## src/rtl/mux8_arb_pkg.sv

```systemverilog
// Shared types and constants for the 8-way round-robin mux arbiter.
package mux8_arb_pkg;

  localparam int unsigned N_REQ = 8;
  localparam int unsigned IDX_W = 3;
  localparam int unsigned CNT_W = 4;

  typedef enum logic [1:0] {
    IDLE  = 2'd0,
    GRANT = 2'd1,
    GAP   = 2'd2
  } state_e;

  function automatic logic [N_REQ-1:0] idx2onehot(input logic [IDX_W-1:0] idx);
    return N_REQ'(1) << idx;
  endfunction

endpackage

```

## src/rtl/mux8_rr_arbiter_if.sv

```systemverilog
// Request/grant and mux-control bundle between requesters and the arbiter.
interface mux8_rr_arbiter_if;
  import mux8_arb_pkg::*;

  logic [N_REQ-1:0] req;
  logic [N_REQ-1:0] gnt;
  logic [IDX_W-1:0] mux_sel;
  logic             mux_en_n;
  logic             busy;

  modport master (output req, input gnt, mux_sel, mux_en_n, busy);
  modport slave  (input req, output gnt, mux_sel, mux_en_n, busy);
endinterface

```

## src/rtl/mux8_rr_arbiter_pick.sv

```systemverilog
// Combinational round-robin pick: first set request at or after ptr, wrapping 7->0.
module rr_pick8
  import mux8_arb_pkg::*;
(
  input  logic [N_REQ-1:0] req_i,
  input  logic [IDX_W-1:0] ptr_i,
  output logic [IDX_W-1:0] win_o,
  output logic             valid_o
);

  logic [IDX_W-1:0] idx;

  // Scan from farthest to nearest offset so the nearest set bit is assigned last.
  always_comb begin
    win_o   = '0;
    valid_o = 1'b0;
    idx     = '0;
    for (int i = N_REQ - 1; i >= 0; i--) begin
      idx = ptr_i + IDX_W'(i);
      if (req_i[idx]) begin
        win_o   = idx;
        valid_o = 1'b1;
      end
    end
  end

endmodule

```

## src/rtl/mux8_rr_arbiter.sv

```systemverilog
// Round-robin arbiter for a shared 8:1 mux with hold limit and break-before-make gap.
// Define MUX8_ARB_PRIO0_EN to make requester 0 a preempting high-priority requester.
module mux8_rr_arbiter
  import mux8_arb_pkg::*;
#(
  parameter int unsigned HOLD_CYCLES = 4
) (
  input  logic                 clk,
  input  logic                 rst_n,
  mux8_rr_arbiter_if.slave     arb
);

  localparam logic [CNT_W-1:0] CNT_LAST = CNT_W'(HOLD_CYCLES - 1);

  state_e           state_q, state_d;
  logic [CNT_W-1:0] cnt_q, cnt_d;
  logic [IDX_W-1:0] ptr_q, ptr_d;
  logic [IDX_W-1:0] sel_q, sel_d;
  logic [N_REQ-1:0] gnt_q, gnt_d;
  logic             en_n_q, en_n_d;
  logic             busy_q, busy_d;

  logic [IDX_W-1:0] rr_win;
  logic             rr_valid;
  logic [IDX_W-1:0] win;
  logic             win_valid;
  logic             upd_ptr;
  logic             preempt;
  logic             hold_end;

  rr_pick8 u_pick (
    .req_i   (arb.req),
    .ptr_i   (ptr_q),
    .win_o   (rr_win),
    .valid_o (rr_valid)
  );

`ifdef MUX8_ARB_PRIO0_EN
  // Requester 0 bypasses the rotation and does not move the pointer.
  always_comb begin
    win       = rr_win;
    win_valid = rr_valid;
    upd_ptr   = 1'b1;
    if (arb.req[0]) begin
      win     = '0;
      upd_ptr = 1'b0;
    end
    preempt = arb.req[0] && (sel_q != '0);
  end
`else
  assign win       = rr_win;
  assign win_valid = rr_valid;
  assign upd_ptr   = 1'b1;
  assign preempt   = 1'b0;
`endif

  assign hold_end = !arb.req[sel_q] || (cnt_q == CNT_LAST) || preempt;

  always_comb begin
    state_d = state_q;
    cnt_d   = cnt_q;
    ptr_d   = ptr_q;
    sel_d   = sel_q;
    gnt_d   = gnt_q;
    en_n_d  = en_n_q;
    case (state_q)
      IDLE, GAP: begin
        gnt_d   = '0;
        en_n_d  = 1'b1;
        state_d = IDLE;
        if (win_valid) begin
          state_d = GRANT;
          gnt_d   = idx2onehot(win);
          sel_d   = win;
          en_n_d  = 1'b0;
          cnt_d   = '0;
          if (upd_ptr) begin
            ptr_d = win + IDX_W'(1);
          end
        end
      end
      GRANT: begin
        if (hold_end) begin
          state_d = GAP;
          gnt_d   = '0;
          en_n_d  = 1'b1;
        end else begin
          cnt_d = cnt_q + CNT_W'(1);
        end
      end
      default: begin
        state_d = IDLE;
        gnt_d   = '0;
        en_n_d  = 1'b1;
      end
    endcase
    busy_d = (state_d != IDLE);
  end

  always_ff @(posedge clk or negedge rst_n) begin
    if (!rst_n) begin
      state_q <= IDLE;
      cnt_q   <= '0;
      ptr_q   <= '0;
      sel_q   <= '0;
      gnt_q   <= '0;
      en_n_q  <= 1'b1;
      busy_q  <= 1'b0;
    end else begin
      state_q <= state_d;
      cnt_q   <= cnt_d;
      ptr_q   <= ptr_d;
      sel_q   <= sel_d;
      gnt_q   <= gnt_d;
      en_n_q  <= en_n_d;
      busy_q  <= busy_d;
    end
  end

  assign arb.gnt      = gnt_q;
  assign arb.mux_sel  = sel_q;
  assign arb.mux_en_n = en_n_q;
  assign arb.busy     = busy_q;

endmodule

```

## src/flat_wrapper.sv

```systemverilog
// flat-port wrapper written by rule: the top's interface ports become plain ports
module mux8_rr_arbiter_flat import mux8_arb_pkg::*;
#(
  parameter int unsigned HOLD_CYCLES = 4
)
  (clk, rst_n, arb_req, arb_gnt, arb_mux_sel, arb_mux_en_n, arb_busy);
  mux8_rr_arbiter_if arb_i ();
  input  logic clk;
  input  logic rst_n;
  input wire logic [$bits(arb_i.req)-1:0] arb_req;
  output wire logic [$bits(arb_i.gnt)-1:0] arb_gnt;
  output wire logic [$bits(arb_i.mux_sel)-1:0] arb_mux_sel;
  output wire logic [$bits(arb_i.mux_en_n)-1:0] arb_mux_en_n;
  output wire logic [$bits(arb_i.busy)-1:0] arb_busy;
  assign arb_i.req = arb_req;
  assign arb_gnt = arb_i.gnt;
  assign arb_mux_sel = arb_i.mux_sel;
  assign arb_mux_en_n = arb_i.mux_en_n;
  assign arb_busy = arb_i.busy;
  mux8_rr_arbiter #(.HOLD_CYCLES(HOLD_CYCLES)) u_core (.clk(clk), .rst_n(rst_n), .arb(arb_i));
endmodule
```

## config.mk

```make
export PLATFORM = sky130hd
export DESIGN_NAME = mux8_rr_arbiter_flat
export DESIGN_NICKNAME = d
export VERILOG_FILES = /design/src/rtl/mux8_arb_pkg.sv /design/src/rtl/mux8_rr_arbiter_if.sv /design/src/rtl/mux8_rr_arbiter_pick.sv /design/src/rtl/mux8_rr_arbiter.sv /design/src/flat_wrapper.sv
export SDC_FILE = /design/constraint.sdc
export NUM_CORES = 1
export LEC_CHECK = 0
export BUFFER_PORTS_ARGS = -buffer_cell sky130_fd_sc_hd__buf_2
export CAP_MARGIN = 20
export CORE_MARGIN = 4
export CORE_UTILIZATION = 28
export CTS_CLUSTER_SIZE = 16
export DETAILED_ROUTE_END_ITERATION = 7
export HOLD_SLACK_MARGIN = 0.1
export PLACE_DENSITY = 0.45
export RECOVER_POWER = 50
export SYNTH_ARGS = -nofsm -noshare
export SYNTH_HDL_FRONTEND = slang
export SYNTH_SLANG_ARGS = --single-unit
```

## constraint.sdc

```tcl
create_clock -name clk -period 4.1 [get_ports clk]
set_input_delay 0.205 -clock clk [delete_from_list [all_inputs] [get_ports clk]]
set_output_delay 0.205 -clock clk [all_outputs]
set_load 0.02 [all_outputs]
```

==> impl_metrics.yaml <==
outcome:
  outcome: "finished clean"
worst_setup_path:
  critPathRequiredTime_ps: 4240
  crit_type: "reg2reg"
  crit_path_end_kind: "flip-flop"
  start_kind: "flip-flop"
  crit_fanout: 11
  reg2regPathDepth: 12
  ff2ff_setup_slack_ps: 670
  r2r-start: "u_core.ptr_q[1]$_DFFE_PN0P_"
  critPathArrivalTime_ps: 3570
  timing.rr.end: "u_core.arb.gnt[5]$_DFFE_PN0P_"
hold_path:
  hp-start: "u_core.arb.mux_en_n$_DFFE_PN1P_"
  hp-class: "reg2reg"
  hold_path_end: "u_core.arb.mux_en_n$_DFFE_PN1P_"
  whs_path_depth: 2
clock_network:
  cts_root_buf: "clkbuf_8"
  clock_latency_ps: 260
  cts_tree: "built"
  clk_path_buf_depth: 2
  post_cts_resized: 0
  htree_levels: 1
  cts_buffers: 3
  clk_pin_slew_ps: 80
  post_cts_buffers: 0
  cts.sinks: 22
drt:
  route.detailed.drc: 0
  drt_iter0_markers: 81
  vias_per_cell: 5.38
  ant_nets: 0
  wl_met2_um: 2170
  first_pass_iters: 4
  dr_wl_met3_um: 164
  wl_um: 4570
  wl_met1_um: 2190
  vias: 1491
  highest_layer: "met4"
  wl_per_cell_um: 16.5
synth:
  syn_area_per_cell_um2: 10.4
  synth_compound_area_share_pct: 20.0
  synthesis.area_um2: 1830
  ys_ff_latch: 22
  synth_simple_gate_area_share_pct: 10.9
  synth_top_flop_cell: "dfrtp_1"
  yosys-top-cells-area: "dfrtp_1, mux4_2, mux2_2"
  synth_top_family_by_area: "multiplexers"
  syn_nets: 194
  muxShareOfSynthArea_pct: 27.0
  synth_xor_area_share_pct: 2.39
  synth_sequential_area_ratio_pct: 30.1
  syn_inst: 176
  synth_warnings: 0
  async_flop_share_pct: 100
  synth_top_area_share_pct: 28.7
  ys_types: 42
  synth_fa_ha_area_share_pct: 5.46
  synth_top_area_cell: "dfrtp_1"
  synth-edff-count: 0
floorplan:
  initial_core_util_pct: 28.8
  die_w_um: 88.9
  die-area_um2: 7900
  fp-row-count: 29
  io_pins: 23
  die_height_um: 88.9
  core_um2: 6350
placed_design:
  port_buffers: 22
  place_congestion: 0.786
  post-dp-hpwl_um: 3460
global_routing:
  grt_pass1_wl_um: 7830
  gr-total-overflow: 0
  grt.total_usage_pct: 12.5
  grt_pass1_vias: 1546
  grt_max_degree: 23
  antenna_found_initial: 0
timing:
  rsz0062_at_grt: "no"
  worstMarginPinSlew_ps: 1190
  slew_headroom_pct: 20.5
  fmax_ghz: 0.292
  tns_ps: 0
  finalSetupViolCount: 0
  slew_violations: 0
  min_period_ps: 3430
  hold_viol_final: 0
  period_share_pct: 83.7
  finClkSkew_ps: 1.85
finish:
  drive_gt1_share_pct: 25.0
  area_growth_syn_to_layout_pct: 14.3
  num_antenna_cells: 0
  nets: 219
flow_run:
  cap_violations: 0
critical path, cell delays in order (launching register included):
cell and delay [ps]:
dfrtp_1 360, inv_2 80, ha_1 560, mux2i_1 150, mux4_2 540, a21o_1 190, a311o_1 340, mux2i_1 320
inv_1 120, ha_1 230, and2_1 150, a32oi_1 180, o21ai_0 100
flip-flops by register name, summed over array words and instances, names as in the netlist:
signal	flops
u_core.arb.gnt	8
u_core.cnt_q	4
u_core.state_q	2
u_core.arb.mux_sel	3
u_core.arb.mux_en_n	1
u_core.arb.busy	1
u_core.ptr_q	3
worst max-delay path by stage:
stage,to,slack (ps),cells after the start,start
floorplan,u_core.arb.gnt[5]$_DFFE_PN0P_,830,14,u_core.ptr_q[0]$_DFFE_PN0P_
global placement,u_core.arb.gnt[4]$_DFFE_PN0P_,630,12,u_core.ptr_q[1]$_DFFE_PN0P_
detailed placement,u_core.arb.gnt[5]$_DFFE_PN0P_,700,12,u_core.ptr_q[1]$_DFFE_PN0P_
CTS,u_core.arb.gnt[5]$_DFFE_PN0P_,670,12,u_core.ptr_q[1]$_DFFE_PN0P_
global route,u_core.arb.gnt[4]$_DFFE_PN0P_,380,12,u_core.ptr_q[1]$_DFFE_PN0P_
finish,u_core.arb.gnt[5]$_DFFE_PN0P_,670,12,u_core.ptr_q[1]$_DFFE_PN0P_
layer usage:
layer,vias up,GRT usage [%]
met2,35,19.9
met3,4,1.58
met5,-,0
met4,0,3.71
li1,730,-
met1,722,17.8
placed cells by master (no fill, tap or decap), drive strengths merged, types with 3 or more instances in the layout:
cell type  Yosys  routed
inv            7       7
nand2         10      10
mux4          13      13
a221oi         4       4
ha             8       8
dfrtp         21      21
and2           6       6
xor2           3       3
mux2           9       9
nand2b         5       5
a32oi          3       3
buf            5      21
clkbuf         4      11
o21ai         10      10
a32o           3       3
mux2i         10      10
a21oi         12      12
a31oi          4       4
nor2          11      11
cell usage after synthesis, types with 3 or more instances:
| library cell | count |
|---|---|
| dfrtp_1 | 21 |
| mux4_2 | 13 |
| a21oi_1 | 12 |
| nor2_1 | 11 |
| mux2i_1 | 10 |
| nand2_1 | 10 |
| mux2_2 | 9 |
| ha_1 | 8 |
| and2_1 | 6 |
| inv_1 | 6 |
| o21ai_0 | 6 |
| nand2b_1 | 5 |
| a221oi_1 | 4 |
| a31oi_1 | 4 |
| buf_2 | 4 |
| clkbuf_1 | 4 |
| o21ai_1 | 4 |
| a32o_1 | 3 |
| a32oi_1 | 3 |
| xor2_1 | 3 |
kinds of logic after synthesis:
| logic type | after synthesis |
|---|---|
| flip-flops | 22 |
| adder cells (fa/ha/maj) | 8 |
| XOR/XNOR | 5 |
| AND/OR/NAND/NOR | 40 |
| multiplexers | 32 |
| AO/OA/AOI/OAI | 52 |
| buffers and inverters | 17 |
cell type report:
class / count / area [um^2]
Sequential cell: 22 / 552
Clock buffer: 4 / 55.1
Inverter: 8 / 30.0
Fill cell: 654 / 4260
Tap cell: 77 / 96.3
Timing Repair Buffer: 29 / 156
Multi-Input combinational cell: 137 / 1200
per-stage QoR:
stage                     std cells  instance area [um^2]  setup slack, ps  utilization, %  hold slack, ps
after floorplan                 176                  1830              834               -           -90.6
after global placement          272                  2040              631            32.1             212
after detailed placement        272                  2040              702            32.1             207
after CTS                       277                  2100              669            33.1             449
after global routing            277                  2090              384            33.0             496
final                           277                  2090              670            33.0             464
what timing repair did:
| item | 4_1_cts | 5_1_grt |
|---|---|---|
| hold endpoints to repair | 21 | 0 |
| hold buffers | 1 | 0 |
| setup endpoints to repair | 0 | 0 |
Power is not shown: default switching activity piles up to over one toggle a cycle in this logic, so the estimate is an artifact.
